**config.mk**
```make
export PLATFORM = sky130hd
export DESIGN_NAME = spi_target_responder
export DESIGN_NICKNAME = d
export VERILOG_FILES = /design/src/rtl/spi_target_responder.sv
export SDC_FILE = /design/constraint.sdc
export NUM_CORES = 1
export LEC_CHECK = 0
export ABC_AREA = 1
export BUFFER_PORTS_ARGS = -buffer_cell sky130_fd_sc_hd__buf_2
export CAP_MARGIN = 25
export CELL_PAD_IN_SITES_DETAIL_PLACEMENT = 1
export CELL_PAD_IN_SITES_GLOBAL_PLACEMENT = 2
export CORE_ASPECT_RATIO = 0.5
export CORE_MARGIN = 8
export CORE_UTILIZATION = 31
export DETAILED_ROUTE_END_ITERATION = 6
export PLACE_DENSITY = 0.82
export SLEW_MARGIN = 5
export SYNTH_ARGS = -nofsm -noshare
export SYNTH_HDL_FRONTEND = slang
export SYNTH_SLANG_ARGS = --single-unit
```
**constraint.sdc**
```tcl
create_clock -name clock -period 1.4 [get_ports clock]
set_input_delay 0.28 -clock clock [delete_from_list [all_inputs] [get_ports clock]]
set_output_delay 0.28 -clock clock [all_outputs]
set_load 0.02 [all_outputs]
```
**src/rtl/spi_target_responder.sv**
```systemverilog
`default_nettype none
// ============================================================================
// Module  : spi_target_responder
// Brief   : SPI mode-0 target; oversampled pins, one-entry TX buffer, MSB first.
// Revision: 1.0 - initial release
// ============================================================================
module spi_target_responder #(
    parameter int                    DATA_WIDTH  = 8,
    parameter int                    SYNC_STAGES = 2,
    parameter logic [DATA_WIDTH-1:0] IDLE_TX     = '1
) (
    input  logic                  clock,
    input  logic                  reset,
    input  logic                  sclk_i,
    input  logic                  cs_n_i,
    input  logic                  mosi_i,
    output logic                  miso_o,
    output logic                  miso_oe_o,
    input  logic [DATA_WIDTH-1:0] tx_data,
    input  logic                  tx_valid,
    output logic                  tx_ready,
    output logic [DATA_WIDTH-1:0] rx_data,
    output logic                  rx_valid,
    output logic                  tx_underrun,
    output logic                  busy
);

    localparam int                 CNT_W    = $clog2(DATA_WIDTH + 1);
    localparam logic [CNT_W-1:0]   CNT_FULL = CNT_W'(DATA_WIDTH);
    localparam logic [CNT_W-1:0]   CNT_LAST = CNT_W'(DATA_WIDTH - 1);

    typedef enum logic [0:0] {
        IDLE  = 1'b0,
        SHIFT = 1'b1
    } state_t;

    state_t state, state_next;

    logic [SYNC_STAGES-1:0] sclk_sync, cs_sync, mosi_sync;
    logic                   sclk_d, cs_d;
    logic                   sclk_s, cs_s, mosi_s;
    logic                   sclk_rise, sclk_fall, cs_fall, cs_rise;

    logic                   buf_full;
    logic [DATA_WIDTH-1:0]  buf_data;
    logic [DATA_WIDTH-1:0]  tx_shift;
    logic [DATA_WIDTH-2:0]  rx_shift;
    logic [DATA_WIDTH-1:0]  rx_word;
    logic [CNT_W-1:0]       bit_cnt;

    logic                   start, abort, do_rise, do_fall;
    logic                   load, underrun_next;
    logic [DATA_WIDTH-1:0]  load_word;

    // CS chain resets low so a CS held low through reset never looks like a new frame.
    always_ff @(posedge clock) begin
        if (reset) begin
            sclk_sync <= '0;
            cs_sync   <= '0;
            mosi_sync <= '0;
            sclk_d    <= 1'b0;
            cs_d      <= 1'b0;
        end else begin
            sclk_sync <= {sclk_sync[SYNC_STAGES-2:0], sclk_i};
            cs_sync   <= {cs_sync[SYNC_STAGES-2:0], cs_n_i};
            mosi_sync <= {mosi_sync[SYNC_STAGES-2:0], mosi_i};
            sclk_d    <= sclk_s;
            cs_d      <= cs_s;
        end
    end

    assign sclk_s    = sclk_sync[SYNC_STAGES-1];
    assign cs_s      = cs_sync[SYNC_STAGES-1];
    assign mosi_s    = mosi_sync[SYNC_STAGES-1];
    assign sclk_rise = sclk_s & ~sclk_d;
    assign sclk_fall = ~sclk_s & sclk_d;
    assign cs_fall   = ~cs_s & cs_d;
    assign cs_rise   = cs_s & ~cs_d;

    always_ff @(posedge clock) begin
        if (reset) begin
            state <= IDLE;
        end else begin
            state <= state_next;
        end
    end

    // cs_rise takes priority over any SCLK edge seen in the same cycle.
    always_comb begin
        state_next = state;
        start      = 1'b0;
        abort      = 1'b0;
        do_rise    = 1'b0;
        do_fall    = 1'b0;
        case (state)
            IDLE: begin
                if (cs_fall) begin
                    state_next = SHIFT;
                    start      = 1'b1;
                end
            end
            SHIFT: begin
                if (cs_rise) begin
                    state_next = IDLE;
                    abort      = 1'b1;
                end else begin
                    do_rise = sclk_rise;
                    do_fall = sclk_fall;
                end
            end
            default: state_next = IDLE;
        endcase
    end

    assign load          = start | (do_fall & (bit_cnt == CNT_FULL));
    assign underrun_next = load & ~buf_full;
    assign load_word     = buf_full ? buf_data : IDLE_TX;
    assign rx_word       = {rx_shift, mosi_s};

    // Accept only into an empty buffer, so a same-cycle load never sees the new word.
    always_ff @(posedge clock) begin
        if (reset) begin
            buf_full <= 1'b0;
            buf_data <= '0;
        end else begin
            if (load && buf_full) begin
                buf_full <= 1'b0;
            end
            if (tx_valid && !buf_full) begin
                buf_full <= 1'b1;
                buf_data <= tx_data;
            end
        end
    end

    always_ff @(posedge clock) begin
        if (reset) begin
            tx_shift    <= '0;
            rx_shift    <= '0;
            bit_cnt     <= '0;
            rx_data     <= '0;
            rx_valid    <= 1'b0;
            tx_underrun <= 1'b0;
            miso_oe_o   <= 1'b0;
        end else begin
            rx_valid    <= 1'b0;
            tx_underrun <= underrun_next;
            if (start) begin
                tx_shift  <= load_word;
                bit_cnt   <= '0;
                miso_oe_o <= 1'b1;
            end else if (abort) begin
                bit_cnt   <= '0;
                miso_oe_o <= 1'b0;
            end else if (do_rise) begin
                rx_shift <= rx_word[DATA_WIDTH-2:0];
                if (bit_cnt != CNT_FULL) begin
                    bit_cnt <= bit_cnt + CNT_W'(1);
                end
                if (bit_cnt == CNT_LAST) begin
                    rx_data  <= rx_word;
                    rx_valid <= 1'b1;
                end
            end else if (do_fall) begin
                if (bit_cnt == CNT_FULL) begin
                    tx_shift <= load_word;
                    bit_cnt  <= '0;
                end else begin
                    tx_shift <= {tx_shift[DATA_WIDTH-2:0], 1'b0};
                end
            end
        end
    end

    // MISO is the shifter MSB, held at 0 whenever the output is not enabled.
    assign miso_o   = miso_oe_o & tx_shift[DATA_WIDTH-1];
    assign tx_ready = ~buf_full;
    assign busy     = (state == SHIFT);

endmodule
`default_nettype wire

```
==> results of run 1 <==
==> layout by cell type (no fill, tap or decap), drive strengths merged <==
cell type  synthesis  routed
a21oi             21      21
buf                6      46
clkbuf             2       6
clkinv             0       1
clkinvlp           0       1
dfxtp             48      48
ha                 2       2
inv               39      39
nand2             46      46
nand3             20      20
nand3b             1       1
nand4              1       1
nor2              53      53
nor3               1       1
nor4               1       1
o21ai             26      26
o21bai             1       1
or2                1       1
xnor2              1       1
==> final cells by class <==
class	count	area [µm²]
tap	88	110
sequential	48	972
multi-input combinational	175	885
inverter	39	153
timing repair buffer	46	294
clock buffer	6	139
clock inverter	2	13.8
fill	763	3510
==> worst max-delay path, stage by stage, from the launching register on <==
cell	delay, ns
dfxtp_2	0.35
inv_2	0.05
a21oi_4	0.24
nand2_4	0.13
nor3_4	0.22
buf_12	0.15
nor2_1	0.04
nor2_1	0.09
==> kinds of logic (layout without fill, tap and decap cells) <==
family,Yosys count,after routing,synth area share
AO/OA/AOI/OAI,48,48,0.129
flip-flops,48,48,0.490
buffers and inverters,47,93,0.0925
AND/OR/NAND/NOR,124,124,0.271
XOR/XNOR,1,1,0.00447
adder cells (fa/ha/maj),2,2,0.0128
==> registers in the layout, summed over array words and instances, names as in the netlist <==
register / count
buf_data: 8
busy: 1
tx_underrun: 1
tx_shift: 8
rx_valid: 1
miso_oe_o: 1
sclk_sync: 2
cs_sync: 2
sclk_d: 1
bit_cnt: 4
rx_data: 8
buf_full: 1
mosi_sync: 2
rx_shift: 7
cs_d: 1
==> repair_timing <==
action                     in CTS  in global routing
setup endpoints to repair      11                 26
gates resized for setup         2                 30
setup buffers                   1                  6
hold endpoints to repair        0                  0
pin swaps                       1                  8
==> per-layer routing <==
metal | GRT usage | share of wire | vias to the layer above
met5 | 0 | 0 | -
met1 | 0.119 | 0.45 | 851
met4 | 0.0542 | 0.020 | 0
li1 | - | - | 936
met3 | 0.0307 | 0.027 | 8
met2 | 0.199 | 0.51 | 18
==> worst paths after layout <==
| path | startpoint | end | slack [ns] | cells past startpoint |
|---|---|---|---|---|
| worst max register to register | cs_d$_SDFF_PP0_ | rx_data[1]$_SDFFE_PP0P_ | 0.05 | 7 |
| worst max-delay path | cs_d$_SDFF_PP0_ | rx_data[1]$_SDFFE_PP0P_ | 0.05 | 7 |
| worst min register to register | cs_sync[0]$_SDFF_PP0_ | cs_sync[1]$_SDFF_PP0_ | 0.40 | 2 |
| worst min-delay path | sclk_i | sclk_sync[0]$_SDFF_PP0_ | 0.19 | 3 |
==> where the power goes <==
| group | internal [W] | switching [W] | total, W |
|---|---|---|---|
| combinational | 0.0000776 | 0.000123 | 0.000201 |
| sequential | 0.00141 | 0.0000200 | 0.00143 |
| clock | 0.000714 | 0.000529 | 0.00124 |
==> metrics by stage <==
step	total power, W	setup TNS (ns)	setup WS (ns)	utilization
after floorplan	0.00158	0	0.0699	-
after global placement	0.00164	0	0.0742	0.372
after detailed placement	0.00165	-0.0105	-0.00444	0.372
after CTS	0.00290	0	0.0150	0.401
after global routing	0.00299	-0.193	-0.0301	0.422
final	0.00287	0	0.0523	0.422
==> impl_metrics.json, run 1 <==
{
  "max_slew_margin": 0.710,
  "cp.required_ns": 1.63,
  "rsz0062_at_grt": "true",
  "worst_slew_pin_slew_ns": 0.433,
  "viasPerCell": 4.49,
  "antenna_cells": 0,
  "post-synth-top-count-cell": "nor2_1",
  "synth.area.top_cells": "dfxtp_1 49%, nor2_1 10%, nand2_1 8.2%, inv_1 6.9%, o21ai_0 5.9%",
  "routabilityCongestion": 0.773,
  "async_flop_share": 0,
  "die-width_um": 129,
  "hp-class": "input pin to flip-flop",
  "worstSetupStartpointType": "flip-flop",
  "ant_nets": 0,
  "htree_levels": 2,
  "place.port_buffers": 27,
  "setup_viol": 0,
  "overflow": 0,
  "post_dp_cell_area_mm2": 0.00226,
  "crit_type": "flip-flop to flip-flop",
  "report.final.hold_viol_count": 0,
  "clk_path_buf_depth": 2,
  "yosys_most_used_dff": "dfxtp_1",
  "synth_edf_count": 0,
  "vias": 1813,
  "wl_per_cell_um": 12.3,
  "wl_um": 4950,
  "crit_path_end_kind": "flip-flop",
  "max-cap-violations": 0,
  "fin_crit_sh": 0.963,
  "dp_hpwl_um": 3530,
  "layout-drive-gt1-share": 0.272,
  "synth_fp_nets": 286,
  "synth_top_area_share": 0.490,
  "avgSynthCellArea_um2": 7.27,
  "syn_area_mm2": 0.00196,
  "pin_count": 28,
  "drv_slew": 0,
  "cts.clk_slew.worst_paths_ns": 0.06,
  "clkSinkCount": 48,
  "grt_pass1_wl_um": 8220,
  "grt_max_degree": 18,
  "cts_buffers": 5,
  "yosysWarnings": 0,
  "grt_pass1_vias": 1862,
  "cts_tree": "done",
  "seq_area_frac_synth": 0.490,
  "nNetsFinal": 331,
  "pwr_density_cell_mw_per_mm2": 1120,
  "instances_no_fill": 404,
  "irDropWorstVdd_mv": 0.440,
  "rows": 20,
  "track_usage": 0.111,
  "synthTopCellsByCount": "53 x nor2_1, 48 x dfxtp_1, 43 x nand2_1, 36 x inv_1, 23 x o21ai_0",
  "finalInstanceArea_mm2": 0.00257,
  "min_period_ns": 1.35,
  "synth_seq_cells": 48,
  "syn-instance-count": 270,
  "area_growth_syn_to_layout_pct": 30.8,
  "yosysTopAreaCell": "dfxtp_1",
  "fmax_mhz": 742,
  "drcViolationCount": 0,
  "coreArea_mm2": 0.00608,
  "ctsHoldBuffers": 0,
  "die_h_um": 72.3,
  "dr.pass1.iters": 4,
  "ys_types": 24,
  "whs_ns": 0.186,
  "worstSkewPairLatency_ns": 0.29,
  "fin_worst_skew_ns": 0.00272,
  "die_area_mm2": 0.00928,
  "antenna_found_initial": 0,
  "arrival_ns": 1.58,
  "status": "completed",
  "start_util": 0.323,
  "place_inst": 389,
  "drtIter0Drc": 38,
  "cp_max_fo": 8,
  "cts_root_buffer": "clkbuf_16",
  "cellLeakagePower_nw": 1.17
}
No activity file was read; power rests on OpenSTA's default activity.
==> inputs of run 2 (changes only) <==
Clock period 1.4 ns to 1.5 ns, I/O delays scaled along.
==> run 2 against run 1 <==
  * Largest power group is now the clock network
  * Combinational power is 14% lower
  * First-iteration DRC count is 92% higher
  * Cell area is 3.3% lower
  * Maximum frequency is 1.7% lower
  * Via count is 3.4% lower
==> impl_metrics.json, run 2 (same netlist as run 1, synthesis figures left out) <==
{
  "cts_tree": "done",
  "place_inst": 384,
  "cts_buffers": 5,
  "report.final.hold_viol_count": 0,
  "drcViolationCount": 0,
  "dp_hpwl_um": 3250,
  "grt_pass1_vias": 1715,
  "cellLeakagePower_nw": 1.13,
  "coreArea_mm2": 0.00608,
  "max_stage_delay_ns": 0.34,
  "setup_slack_ns": 0.129,
  "worst_slew_pin_slew_ns": 0.452,
  "grt_pass1_wl_um": 7850,
  "drv_slew": 0,
  "status": "completed",
  "worstSkewPairLatency_ns": 0.29,
  "fin_worst_skew_ns": 0.0123,
  "die-width_um": 129,
  "crit_path_top_delay_cell": "dfxtp_2",
  "rows": 20,
  "finalInstanceArea_mm2": 0.00248,
  "wl_per_cell_um": 11.5,
  "pwr_density_cell_mw_per_mm2": 1200,
  "r2r-end": "tx_shift[6]$_SDFFE_PP0P_",
  "antenna_found_initial": 0,
  "min_period_ns": 1.37,
  "crit_path_start": "bit_cnt[0]$_SDFFE_PP0P_",
  "hp-class": "input pin to flip-flop",
  "dr.pass1.iters": 4,
  "clk_path_buf_depth": 2,
  "routabilityCongestion": 0.800,
  "max_slew_margin": 0.698,
  "layout-drive-gt1-share": 0.202,
  "crit_path_end_kind": "flip-flop",
  "vias": 1752,
  "arrival_ns": 1.55,
  "crit_end": "tx_shift[6]$_SDFFE_PP0P_",
  "grt_max_degree": 33,
  "worstSetupStartpointType": "flip-flop",
  "setup_viol": 0,
  "regToRegStartpoint": "bit_cnt[0]$_SDFFE_PP0P_",
  "instances_no_fill": 395,
  "nNetsFinal": 322,
  "track_usage": 0.104,
  "cp.required_ns": 1.68,
  "area_growth_syn_to_layout_pct": 26.5,
  "r2r_setup_slack_ns": 0.13,
  "drtIter0Drc": 73,
  "antenna_cells": 0,
  "cts.clk_slew.worst_paths_ns": 0.07,
  "crit_type": "flip-flop to flip-flop",
  "htree_levels": 2,
  "fin_crit_sh": 0.914,
  "crit_path_frequent_cell": "nor2_1",
  "cts_root_buffer": "clkbuf_16",
  "place.port_buffers": 27,
  "dp_slack_ns": 0.0325,
  "wl_um": 4560,
  "fmax_mhz": 729,
  "ctsHoldBuffers": 0,
  "post-route-util": 0.408,
  "clkSinkCount": 48,
  "viasPerCell": 4.44,
  "largest_registers": "buf_data (8), rx_data (8), tx_shift (8)",
  "final_cell_mix": "52 x nor2_1, 46 x dfxtp_1, 41 x nand2_1",
  "ant_nets": 0,
  "ff2ff_path_depth": 10,
  "irDropWorstVdd_mv": 0.554,
  "start_util": 0.323,
  "pin_count": 28,
  "path_cells": "inv_1 -> ha_1 -> nand2_2 -> inv_2 -> nand2_4 -> buf_4 -> nand3_1 -> nand2_1 -> nor2_1 -> nor2_1",
  "setup_tns_ns": 0,
  "overflow": 0,
  "rsz0062_at_grt": "true",
  "die_area_mm2": 0.00928,
  "max-cap-violations": 0,
  "die_h_um": 72.3,
  "post_dp_cell_area_mm2": 0.00222,
  "cp_max_fo": 7,
  "layout_commonest_cell": "nor2_1"
}
run 2: power breakdown:
group | total, W | switching, W | internal (W)
Sequential | 0.00133 | 0.0000175 | 0.00131
Combinational | 0.000173 | 0.000108 | 0.0000651
Clock | 0.00146 | 0.000502 | 0.000961
Total | 0.00297 | 0.000628 | 0.00234
run 2: how the worst min path moves through the flow:
stage	startpoint	to	slack, ns	cells after the start
after floorplan	reset	rx_valid$_SDFF_PP0_	0.38	1
after global placement	cs_sync[0]$_SDFF_PP0_	cs_sync[1]$_SDFF_PP0_	0.39	2
after detailed placement	cs_sync[0]$_SDFF_PP0_	cs_sync[1]$_SDFF_PP0_	0.40	2
after CTS	sclk_i	sclk_sync[0]$_SDFF_PP0_	0.21	3
after global routing	sclk_i	sclk_sync[0]$_SDFF_PP0_	0.21	3
final	sclk_i	sclk_sync[0]$_SDFF_PP0_	0.21	3
run 2: critical path: cells and delay by family (launching register included):
kind,cells,cell delay [ns]
simple gates,6,0.42
fa+ha+maj,1,0.16
flops,1,0.34
buf+inv,3,0.33
run 2: routing by layer:
layer | part of all wire | wire (µm) | global-route usage
met1 | 0.47 | 2150 | 0.119
met5 | 0 | 0 | 0
met2 | 0.47 | 2160 | 0.176
met3 | 0.036 | 163 | 0.0336
met4 | 0.017 | 76 | 0.0426
run 2: final cells by class:
cell class                 count  area [µm²]
clock buffer                   5         125
clock inverter                 3        68.8
sequential                    48         963
fill                         770        3600
timing repair buffer          37         223
multi-input combinational    175         845
inverter                      39         146
tap                           88         110
run 2: repair_timing:
| action | in CTS | in global routing |
|---|---|---|
| gates resized for setup | 0 | 9 |
| hold endpoints to repair | 0 | 0 |
| setup buffers | 0 | 3 |
| endpoints found under the setup margin | 0 | 17 |
run 2: per-stage QoR:
stage	hold slack [ns]	total power (W)
5_1_grt	0.208	0.00309
4_1_cts	0.207	0.00302
6_report	0.209	0.00297
3_3_place_gp	0.390	0.00153
2_1_floorplan	0.379	0.00147
3_5_place_dp	0.395	0.00154
